==> config.mk <==
export PLATFORM = sky130hd
export DESIGN_NAME = biriscv_mul_tracker
export DESIGN_NICKNAME = d
export VERILOG_FILES = /design/src/rtl/biriscv_mul_tracker_pkg.sv /design/src/rtl/biriscv_mul_tag_stage.sv /design/src/rtl/biriscv_mul_tracker.sv
export SDC_FILE = /design/constraint.sdc
export NUM_CORES = 1
export LEC_CHECK = 0
export ABC_CLOCK_PERIOD_IN_PS = 3850
export BUFFER_PORTS_ARGS = -buffer_cell sky130_fd_sc_hd__buf_2
export CAP_MARGIN = 20
export CELL_PAD_IN_SITES_DETAIL_PLACEMENT = 0
export CELL_PAD_IN_SITES_GLOBAL_PLACEMENT = 1
export CORE_MARGIN = 1
export CORE_UTILIZATION = 34
export DETAILED_ROUTE_END_ITERATION = 10
export GPL_TIMING_DRIVEN = 0
export PLACE_DENSITY = 0.84
export SLEW_MARGIN = 5
export SYNTH_ARGS = -nofsm -noshare
export SYNTH_HDL_FRONTEND = slang
export SYNTH_SLANG_ARGS = --single-unit
==> constraint.sdc <==
create_clock -name clk_i -period 3.85 [get_ports clk_i]
set_clock_uncertainty 0.2 [all_clocks]
set_input_delay 0.385 -clock clk_i [delete_from_list [all_inputs] [get_ports clk_i]]
set_output_delay 0.385 -clock clk_i [all_outputs]
set_load 0.005 [all_outputs]
==> src/rtl/biriscv_mul_tracker_pkg.sv <==
`default_nettype none
// ============================================================================
//  Module      : biriscv_mul_tracker_pkg
//  Description : Shared types, multiply-instruction encodings and decode
//                helper for the multiplier tag tracker.
//  Revision    : 1.0 - initial release
// ============================================================================
package biriscv_mul_tracker_pkg;

  // RV32M multiply encodings and the mask selecting funct7/funct3/opcode
  localparam logic [31:0] c_inst_mul      = 32'h02000033;
  localparam logic [31:0] c_inst_mulh     = 32'h02001033;
  localparam logic [31:0] c_inst_mulhsu   = 32'h02002033;
  localparam logic [31:0] c_inst_mulhu    = 32'h02003033;
  localparam logic [31:0] c_inst_mul_mask = 32'hfe00707f;

  typedef struct packed {
    logic        valid;
    logic [4:0]  rd;
    logic [31:0] pc;
  } mul_tag_t;

  function automatic logic is_mul_inst(input logic [31:0] inst);
    logic [31:0] masked;
    masked = inst & c_inst_mul_mask;
    return (masked == c_inst_mul)    || (masked == c_inst_mulh) ||
           (masked == c_inst_mulhsu) || (masked == c_inst_mulhu);
  endfunction

endpackage : biriscv_mul_tracker_pkg
`default_nettype wire

==> src/rtl/biriscv_mul_tag_stage.sv <==
`default_nettype none
// ============================================================================
//  Module      : biriscv_mul_tag_stage
//  Description : One valid/rd/pc tag register of the multiplier shadow pipe.
//                Holds on hold_i; flush_i clears valid even while holding.
//  Revision    : 1.0 - initial release
// ============================================================================
module biriscv_mul_tag_stage
  import biriscv_mul_tracker_pkg::*;
(
  input  logic     clk_i,
  input  logic     rst_i,
  input  logic     hold_i,
  input  logic     flush_i,
  input  mul_tag_t tag_i,
  output mul_tag_t tag_o
);

  mul_tag_t r_tag;

  always_ff @(posedge clk_i or posedge rst_i) begin
    if (rst_i) begin
      r_tag <= '0;
    end else begin
      if (!hold_i)
        r_tag <= tag_i;
      // Flush has priority over hold: the data fields may stay, the op may not
      if (flush_i)
        r_tag.valid <= 1'b0;
    end
  end

  assign tag_o = r_tag;

endmodule : biriscv_mul_tag_stage
`default_nettype wire

==> src/rtl/biriscv_mul_tracker.sv <==
`default_nettype none
// ============================================================================
//  Module      : biriscv_mul_tracker
//  Description : Shadows the pipelined multiplier with per-op tags, emits the
//                aligned writeback request, a pending-rd scoreboard for issue
//                hazards, and sticky/counted capture of the multiplier error.
//  Revision    : 1.0 - initial release
// ============================================================================
module biriscv_mul_tracker
  import biriscv_mul_tracker_pkg::*;
#(
  parameter int MULT_STAGES = 2,
  parameter int ERR_CNT_W   = 8
)(
  input  logic                 clk_i,
  input  logic                 rst_i,
  input  logic                 opcode_valid_i,
  input  logic [31:0]          opcode_opcode_i,
  input  logic [31:0]          opcode_pc_i,
  input  logic [4:0]           opcode_rd_idx_i,
  input  logic [4:0]           opcode_ra_idx_i,
  input  logic [4:0]           opcode_rb_idx_i,
  input  logic                 hold_i,
  input  logic                 flush_i,
  input  logic [31:0]          mul_result_i,
  input  logic                 mul_error_i,
  input  logic                 err_clr_i,
  output logic                 wb_valid_o,
  output logic [4:0]           wb_rd_idx_o,
  output logic [31:0]          wb_value_o,
  output logic [31:0]          wb_pc_o,
  output logic [31:0]          pending_o,
  output logic                 hazard_o,
  output logic                 err_sticky_o,
  output logic [ERR_CNT_W-1:0] err_count_o
);

  localparam logic [ERR_CNT_W-1:0] c_err_cnt_max = '1;
  localparam logic [ERR_CNT_W-1:0] c_err_cnt_one = {{(ERR_CNT_W-1){1'b0}}, 1'b1};

  // --------------------------------------------------------------------------
  // Tag pipeline: s1 lives here because it owns the decode qualification.
  // --------------------------------------------------------------------------
  mul_tag_t                   w_s1_next;
  mul_tag_t                   r_s1;
  mul_tag_t [MULT_STAGES-1:0] w_stage;

  always_comb begin
    w_s1_next       = '0;
    w_s1_next.valid = opcode_valid_i & is_mul_inst(opcode_opcode_i) &
                      (opcode_rd_idx_i != 5'd0) & ~flush_i;
    w_s1_next.rd    = opcode_rd_idx_i;
    w_s1_next.pc    = opcode_pc_i;
  end

  always_ff @(posedge clk_i or posedge rst_i) begin
    if (rst_i) begin
      r_s1 <= '0;
    end else begin
      if (!hold_i)
        r_s1 <= w_s1_next;
      if (flush_i)
        r_s1.valid <= 1'b0;
    end
  end

  assign w_stage[0] = r_s1;

  generate
    for (genvar g = 1; g < MULT_STAGES; g++) begin : g_stage
      biriscv_mul_tag_stage u_stage (
        .clk_i   (clk_i),
        .rst_i   (rst_i),
        .hold_i  (hold_i),
        .flush_i (flush_i),
        .tag_i   (w_stage[g-1]),
        .tag_o   (w_stage[g])
      );
    end
  endgenerate

  assign wb_valid_o  = w_stage[MULT_STAGES-1].valid;
  assign wb_rd_idx_o = w_stage[MULT_STAGES-1].rd;
  assign wb_pc_o     = w_stage[MULT_STAGES-1].pc;
  assign wb_value_o  = mul_result_i;

  // --------------------------------------------------------------------------
  // Pending scoreboard and issue hazard (no forwarding assumed)
  // --------------------------------------------------------------------------
  logic [31:0] w_pending;

  always_comb begin
    w_pending = '0;
    for (int i = 0; i < MULT_STAGES; i++) begin
      if (w_stage[i].valid)
        w_pending[w_stage[i].rd] = 1'b1;
    end
    w_pending[0] = 1'b0;
  end

  assign pending_o = w_pending;
  assign hazard_o  = opcode_valid_i &
                     (((opcode_ra_idx_i != 5'd0) & w_pending[opcode_ra_idx_i]) |
                      ((opcode_rb_idx_i != 5'd0) & w_pending[opcode_rb_idx_i]));

  // --------------------------------------------------------------------------
  // Error capture: independent of hold/flush; set/rise beats clear.
  // --------------------------------------------------------------------------
  logic                 r_err_q;
  logic                 r_err_sticky;
  logic [ERR_CNT_W-1:0] r_err_count;
  logic                 w_err_rise;

  assign w_err_rise = mul_error_i & ~r_err_q;

  always_ff @(posedge clk_i or posedge rst_i) begin
    if (rst_i) begin
      r_err_q      <= 1'b0;
      r_err_sticky <= 1'b0;
      r_err_count  <= '0;
    end else begin
      r_err_q <= mul_error_i;

      if (mul_error_i)
        r_err_sticky <= 1'b1;
      else if (err_clr_i)
        r_err_sticky <= 1'b0;

      if (w_err_rise) begin
        if (err_clr_i)
          r_err_count <= c_err_cnt_one;
        else if (r_err_count != c_err_cnt_max)
          r_err_count <= r_err_count + c_err_cnt_one;
      end else if (err_clr_i) begin
        r_err_count <= '0;
      end
    end
  end

  assign err_sticky_o = r_err_sticky;
  assign err_count_o  = r_err_count;

endmodule : biriscv_mul_tracker
`default_nettype wire

==> qor.log, run 1 <==
qor: grt.globalRouteTotalUtil 16.7%
qor: min_path.timing.hold.worst.class primary input to flip-flop
qor: worst_setup_path.worst_path_dominant_cell_family compound AO/OA/AOI/OAI gates
qor: route.wl_per_cell 15.4 µm
qor: synth.synth-edff-count 0
qor: power_and_ir_drop.irDropWorstVdd 359 µV
qor: floorplanning.floorplan.rows 42
qor: floorplanning.fp.dieH 118 µm
qor: grt.overflow 0
qor: worst_setup_path.critical_path_cell_by_cell or3b_1 -> clkbuf_1 -> o22ai_1 -> mux4_2 -> nor3b_1 -> o21ai_0 -> nand4_1 -> a21o_1 -> buf_2
qor: clock_network.insertion_delay 340 ps
qor: clock_network.clock-sinks 86
qor: timing.final_max_slew_viol_count 0
qor: route.drt_iter0_drc 249
qor: route.route.detailed.drc 0
qor: grt.grt_first_pass_wirelength 18,600 µm
qor: synth.synth_cell_type_count 46
qor: synth.synth_async_sr_flop_share 100%
qor: route.detailroute.via_count 3,831
qor: worst_setup_path.critical_path_peak_fanout 7
qor: place.placedCellCount 733
qor: floorplanning.fp.dieW 118 µm
qor: timing.hold_ws 30.9 ps
qor: worst_setup_path.critical_path_start_type flip-flop
qor: place.port_buffer_count 173
qor: timing.finalSetupViolations 0
qor: power_and_ir_drop.power_per_cell_area 386 mW/mm²
qor: timing.fin_tns_setup 0 ps
qor: cells_and_area.mostFrequentLayoutCell sky130_fd_sc_hd__buf_2
qor: route.avgViaCountPerCell 5.10
qor: worst_setup_path.crit_path_max_incr_delay 490 ps
qor: worst_setup_path.crit-reg2reg-launch err_count_o[3]
qor: clock_network.cts_post_setup_buffers_inserted 0
qor: route.met3_length 1120 µm
qor: cells_and_area.layout-area-overhead-vs-synth 31.4%
qor: grt.antenna_found_initial 0
qor: timing.max_freq 299 MHz
qor: cells_and_area.final_cells 751
qor: synth.synthesis.yosys.warnings 0
qor: flow_run.maxCapViolCount 0
qor: floorplanning.die_area 0.0139 mm²
qor: worst_setup_path.setup.worst_path.end_class output port
qor: grt.grt_max_degree 69
qor: worst_setup_path.crit_buf_inv 2
qor: timing.rsz_0062_raised_after_global_routing no
qor: worst_setup_path.timing.setup.critical_path_class flip-flop to output port
qor: timing.relSlewSlack 55.7%
qor: timing.period_share 86.9%
qor: cells_and_area.insertedDiodeCount 0
qor: worst_setup_path.critical_path.reg2reg.endpoint err_count_o[3]
qor: clock_network.cts_max_level 3
qor: worst_setup_path.crit_cells 9
qor: route.route.antenna.remaining_nets 0
qor: cells_and_area.layout_nets 689
qor: worst_setup_path.crit_path_end hazard_o
qor: timing.post-route-min-period 3350 ps
qor: cells_and_area.final_layout_size_suffix_gt1_share 55.8%
qor: synth.ys.flop_type sky130_fd_sc_hd__dfrtp_1
qor: floorplanning.floorplan.io_pins 230
qor: synth.mappedNetlistArea 0.00457 mm²
qor: grt.vias_in_the_first_global_route 3,719
qor: synth.syn-instance-count 383
qor: worst_setup_path.worst_ep_arrival_time 2760 ps
qor: clock_network.cts_tree done
qor: worst_setup_path.cpMaxStageDelayCell sky130_fd_sc_hd__mux4_2
qor: worst_setup_path.reg2reg_depth 7
qor: synth.number_of_synthesized_register_bits 86
qor: clock_network.cts_max_path_buffers 2
qor: timing.least_margin_pin_slew 664 ps
qor: worst_setup_path.critPathLaunch g_stage[1].u_stage.tag_o[37]
qor: floorplanning.floorplan.initialDensity 34.7%
qor: place.dpl.hpwl 9080 µm
qor: place.gp_congestion 0.910
qor: synth.ys_seq_area_share 47.1%
qor: floorplanning.core_region_area 0.0132 mm²
qor: route.detail_route.first_pass.iterations 4
qor: route.met2RoutedLength 5800 µm
qor: worst_setup_path.timing.reg2reg.setup_slack 1600 ps
qor: route.route.top_layer_used met4
qor: run_status.status complete, no violations
qor: clock_network.ctsRootBufferMaster sky130_fd_sc_hd__clkbuf_16
qor: timing.finalHoldViolations 0
qor: clock_network.clkTransAtPathRegs 60 ps
qor: synth.post_synth.cell_area_avg 11.9 µm²
qor: power_and_ir_drop.leakage_power_total 2.81 nW
qor: synth.mappedNetlistNets 502
qor: route.wl_met1 4490 µm
qor: worst_setup_path.critical_path_required 3260 ps
qor: cells_and_area.layout.cells.most_common_list sky130_fd_sc_hd__buf_2, sky130_fd_sc_hd__dfrtp_1, sky130_fd_sc_hd__mux2_2
qor: clock_network.cts_buffers 9
qor: route.total_routed_length 11,500 µm
qor: cells_and_area.nFillCells 1,274
## synth_stat cells (3+ instances only)
library cell / n / area share, %
sky130_fd_sc_hd__a21oi_1: 3 / 0.33
sky130_fd_sc_hd__and3_1: 3 / 0.41
sky130_fd_sc_hd__buf_1: 5 / 0.41
sky130_fd_sc_hd__buf_4: 33 / 5.4
sky130_fd_sc_hd__clkbuf_1: 14 / 1.1
sky130_fd_sc_hd__dfrtp_1: 86 / 47
sky130_fd_sc_hd__mux2_2: 75 / 18
sky130_fd_sc_hd__mux2i_1: 13 / 2.8
sky130_fd_sc_hd__mux4_2: 7 / 3.4
sky130_fd_sc_hd__nand2_1: 11 / 0.90
sky130_fd_sc_hd__nand2b_1: 4 / 0.55
sky130_fd_sc_hd__nand3_1: 5 / 0.55
sky130_fd_sc_hd__nand3b_1: 8 / 1.3
sky130_fd_sc_hd__nand3b_2: 4 / 0.99
sky130_fd_sc_hd__nand4_1: 3 / 0.41
sky130_fd_sc_hd__nor2_1: 14 / 1.1
sky130_fd_sc_hd__nor3_1: 7 / 0.77
sky130_fd_sc_hd__nor3b_1: 5 / 0.82
sky130_fd_sc_hd__nor4_1: 3 / 0.41
sky130_fd_sc_hd__o21ai_0: 4 / 0.44
sky130_fd_sc_hd__o22ai_1: 34 / 4.7
sky130_fd_sc_hd__or3b_2: 6 / 1.1
sky130_fd_sc_hd__xor2_1: 6 / 1.1
## through the flow
step                      cell area [µm²]  total power, mW  utilization (%)  worst slack [ps]
after floorplan                      4570             1.30                -              1040
after global placement               5660             1.46             42.9               191
after detailed placement             5690             1.48             43.1               881
after CTS                            6010             2.34             45.5               513
after global routing                 6010             2.43             45.5               357
final                                6010             2.32             45.5               505
## where the power goes
part,total [mW],leakage [nW],internal (mW),switching [mW]
Sequential,1.07,1.03,1.00,0.0641
Clock,0.853,0.142,0.503,0.350
Combinational,0.395,1.64,0.224,0.171
Total,2.32,2.81,1.73,0.586
## layer usage
layer,global-route usage [%],up-vias
met4,4.81,0
met2,29.0,190
met3,5.43,10
met5,0,-
li1,-,1768
met1,19.6,1863
## worst min-delay path by stage
stage,from,endpoint,slack (ps),depth (start not counted)
6_report,flush_i,g_stage[1].u_stage.tag_o[37],30,2
5_1_grt,flush_i,g_stage[1].u_stage.tag_o[37],30,2
4_1_cts,flush_i,g_stage[1].u_stage.tag_o[37],20,2
3_5_place_dp,rst_i,g_stage[1].u_stage.tag_o[31],160,2
3_3_place_gp,err_sticky_o,err_sticky_o,270,1
2_1_floorplan,mul_error_i,r_err_q,220,0
## cell families (layout without fill, tap and decap cells)
kind of cell,Yosys count,in the layout,share of synthesized area (%)
xor+xnor,6,6,1.15
simple gates,84,84,11.4
other cells,1,1,0.0820
mux,95,95,24.8
compound gates,53,53,7.69
flops,86,86,47.1
fa+ha+maj,1,1,0.274
buf+inv,57,249,7.61
## cell type report
cell class	instances	area (µm²)	share of cell area (%)
plain buffers	55	340	5.67
clock inverters	7	72.6	1.21
repair buffers	176	913	15.2
flip-flops and latches	86	2150	35.8
clock buffers	9	225	3.75
inverters	2	10.0	0.167
well taps	176	220	3.67
multi-input cells	240	2070	34.5
## state kept, by name, summed over array words and instances (netlist names)
signal	cells
err_sticky_o	1
r_err_q	1
g_stage.u_stage.tag_o	38
err_count_o	8
r_s1	38
## worst register-to-register path, cell delays in order (launching register included)
cell                      delay, ps
sky130_fd_sc_hd__dfrtp_1        420
sky130_fd_sc_hd__and3_1         210
sky130_fd_sc_hd__and3_1         200
sky130_fd_sc_hd__a31oi_1        500
sky130_fd_sc_hd__and3_1         300
sky130_fd_sc_hd__nand2_1         90
sky130_fd_sc_hd__xor2_1         150
sky130_fd_sc_hd__nor2_1          60
## timing repair
item,4_1_cts,5_1_grt
gates resized for setup,0,0
setup endpoints to repair,0,0
hold endpoints to repair,19,0
hold buffers,2,0
Note: power is estimated with default switching activity, not from simulation.
==> run 2: changes to the inputs <==
- ABC_CLOCK_PERIOD_IN_PS: 3850 -> 2900
- CORE_UTILIZATION: 34 -> 31
- PLACE_DENSITY: 0.84 -> 0.81
- clock period: 3.85 -> 2.9 ns (I/O delays scaled with it)
==> run 2 against run 1 <==
  * The flow now finishes with violations (negative setup slack)
  * Sequential share of layout area fell by 3.2 points
  * Setup slack got worse by 630 ps
  * Sequential power up 34%
  * Non-clock buffer count grew 42
  * Power rose by 37%
==> qor.log, run 2 (synthesized netlist as in run 1, its figures left out) <==
qor: route.drt_iter0_drc 217 [-13%]
qor: grt.globalRouteTotalUtil 17.0% [+0.26 points]
qor: route.wl_per_cell 16.0 µm [+4.2%]
qor: floorplanning.floorplan.rows 44 [+4.8%]
qor: power_and_ir_drop.power_per_cell_area 478 mW/mm² [+24%]
qor: min_path.min_delay_worst_endpoint r_s1[33]
qor: cells_and_area.final_layout_size_suffix_gt1_share 57.5% [+1.7 points]
qor: worst_setup_path.setup.worst_path.end_class output port
qor: clock_network.cts_max_level 3 [unchanged]
qor: worst_setup_path.crit-reg2reg-launch err_count_o[2]
qor: place.gp_congestion 0.889 [-2.3%]
qor: worst_setup_path.worst_ep_arrival_time 2540 ps [-220 ps]
qor: route.route.detailed.drc 0 [unchanged]
qor: timing.rsz_0062_raised_after_global_routing yes
qor: cells_and_area.layout.core_utilization 45.8% [+0.22 points]
qor: route.detail_route.first_pass.iterations 4 [unchanged]
qor: worst_setup_path.critical_path_cell_by_cell or3b_2 -> o22ai_2 -> mux4_2 -> nand3b_1 -> a22o_1 -> nand4_1 -> a21o_1 -> buf_2
qor: worst_setup_path.reg2reg_depth 7 [unchanged]
qor: place.pre_cts_ws 24.1 ps [-857 ps]
qor: place.port_buffer_count 173 [unchanged]
qor: grt.antenna_found_initial 0 [unchanged]
qor: cells_and_area.mostFrequentLayoutCell sky130_fd_sc_hd__buf_2
qor: flow_run.maxCapViolCount 0 [unchanged]
qor: grt.overflow 0 [unchanged]
qor: clock_network.ctsRootBufferMaster sky130_fd_sc_hd__clkbuf_16
qor: cells_and_area.insertedDiodeCount 0 [unchanged]
qor: worst_setup_path.worst_path_dominant_cell_family simple AND/OR/NAND/NOR gates
qor: worst_setup_path.crit_buf_inv 1 [-1]
qor: clock_network.cts_buffers 9 [unchanged]
qor: grt.grt_first_pass_wirelength 20,100 µm [+8.1%]
qor: clock_network.cts_max_path_buffers 2 [unchanged]
qor: timing.least_margin_pin_slew 623 ps [-40.5 ps]
qor: timing.finalHoldViolations 0 [unchanged]
qor: min_path.hp-start opcode_rd_idx_i[1]
qor: run_status.failing_checks negative setup slack
qor: worst_setup_path.timing.setup.critical_path_class flip-flop to output port
qor: route.detailroute.via_count 4,004 [+4.5%]
qor: route.route.antenna.remaining_nets 0 [unchanged]
qor: timing.relSlewSlack 58.4% [+2.7 points]
qor: worst_setup_path.timing.reg2reg.setup_slack 680 ps [-920 ps]
qor: power_and_ir_drop.irDropWorstVdd 377 µV [+5.1%]
qor: route.avgViaCountPerCell 5.00 [-2.0%]
qor: worst_setup_path.crit_path_max_incr_delay 600 ps [+110 ps]
qor: clock_network.insertion_delay 330 ps [about the same]
qor: floorplanning.core_region_area 0.0145 mm² [+9.8%]
qor: power_and_ir_drop.leakage_power_total 3.04 nW [+8.3%]
qor: worst_setup_path.critical_path_required 2410 ps [-850 ps]
qor: cells_and_area.layout.cells.most_common_list sky130_fd_sc_hd__buf_2, sky130_fd_sc_hd__dfrtp_1, sky130_fd_sc_hd__mux2_2
qor: timing.period_share 104%
qor: timing.post-route-min-period 3030 ps
qor: timing.max_freq 330 MHz
qor: worst_setup_path.critical_path_peak_fanout 10 [+3]
qor: worst_setup_path.cpMaxStageDelayCell sky130_fd_sc_hd__or3b_2
qor: timing.final_max_slew_viol_count 0 [unchanged]
qor: clock_network.clkTransAtPathRegs 60 ps [about the same]
qor: min_path.hold_depth 2 [unchanged]
qor: run_status.status finished with violations
qor: floorplanning.fp.dieH 123 µm [+4.6%]
qor: floorplanning.floorplan.initialDensity 31.6% [-3.1 points]
qor: cells_and_area.layout_nets 731 [+6.1%]
qor: floorplanning.die_area 0.0152 mm² [+9.5%]
qor: timing.setup_ws -127 ps [-632 ps]
qor: timing.finalSetupViolations 1 [+1]
qor: worst_setup_path.critical_path.reg2reg.endpoint err_count_o[3]
qor: min_path.timing.hold.worst.class primary input to flip-flop
qor: cells_and_area.layout-area-overhead-vs-synth 44.9%
qor: clock_network.clock-sinks 86 [unchanged]
qor: grt.vias_in_the_first_global_route 4,021 [+8.1%]
qor: place.dpl.hpwl 9740 µm [+7.3%]
qor: grt.grt_max_degree 57 [-17%]
qor: route.total_routed_length 12,800 µm [+11%]
qor: clock_network.cts_tree done
qor: worst_setup_path.critical_path_start_type flip-flop
qor: floorplanning.fp.dieW 123 µm [+4.6%]
qor: floorplanning.floorplan.io_pins 230 [unchanged]
[run 2: cell types whose count changed in the layout (fill, tap and decap cells not counted), moves of 3 or more]
cell and change:
sky130_fd_sc_hd__buf_4 +10, sky130_fd_sc_hd__dfrtp_1 -8, sky130_fd_sc_hd__dfrtp_2 +8, sky130_fd_sc_hd__dlygate4sd3_1 +34, sky130_fd_sc_hd__nand3b_2 -3, sky130_fd_sc_hd__nand3b_4 +3
sky130_fd_sc_hd__o22ai_1 -12, sky130_fd_sc_hd__o22ai_2 +7, sky130_fd_sc_hd__o22ai_4 +5, sky130_fd_sc_hd__or3b_2 -4, sky130_fd_sc_hd__or3b_4 +6
[run 2: power breakdown]
group	total (mW)	internal, mW	switching (mW)
Combinational	0.591	0.343	0.248
Sequential	1.43	1.34	0.0918
Clock	1.15	0.691	0.457
Total	3.17	2.37	0.797
[run 2: metal layers]
layer	GRT usage, %	share of wire (%)	up-vias
met4	4.97	0.94	0
met2	30.3	51	186
met3	4.29	8.3	12
met5	0	0	-
li1	-	-	1851
met1	19.9	40	1955
[run 2: final cells by class]
type	count	area [µm²]
multi-input cells	240	2260
clock buffers	11	243
well taps	184	230
plain buffers	53	335
inverters	2	10.0
repair buffers	220	1330
flip-flops and latches	86	2160
clock inverters	5	58.8
fillers	1360	7850
[run 2: worst max path at each step]
stage	slack (ps)	cells past startpoint	from	endpoint
floorplan	190	1	rst_i	err_count_o[0]
global placement	-660	2	rst_i	g_stage[1].u_stage.tag_o[7]
detailed placement	20	8	r_s1[33]	hazard_o
CTS	-160	9	r_s1[35]	hazard_o
global route	-280	9	r_s1[35]	hazard_o
finish	-130	8	g_stage[1].u_stage.tag_o[35]	hazard_o
[run 2: worst reg2reg max path, cell delays in order (launching register included)]
cell	delay, ps
sky130_fd_sc_hd__dfrtp_1	440
sky130_fd_sc_hd__and3_1	200
sky130_fd_sc_hd__and3_1	200
sky130_fd_sc_hd__a31oi_1	490
sky130_fd_sc_hd__and3_1	290
sky130_fd_sc_hd__nand2_1	80
sky130_fd_sc_hd__xor2_1	140
sky130_fd_sc_hd__nor2_1	50
[run 2: metrics by stage]
stage,instances,hold WS [ps],TNS [ps],cell area (µm²),power (mW)
floorplan,383,121,0,4570,1.73
global placement,740,238,-56300,5670,1.94
detailed placement,741,121,0,5700,1.97
CTS,801,2.70,-157,6610,3.21
global route,801,9.34,-283,6630,3.33
finish,801,14.7,-127,6630,3.17
[run 2: what timing repair did]
item,4_1_cts,5_1_grt
hold buffers,36,0
endpoints found under the hold margin,67,0
endpoints found under the setup margin,1,1
gates cloned,0,0
pin swaps,6,2
resized for setup,36,6
setup buffers,10,0
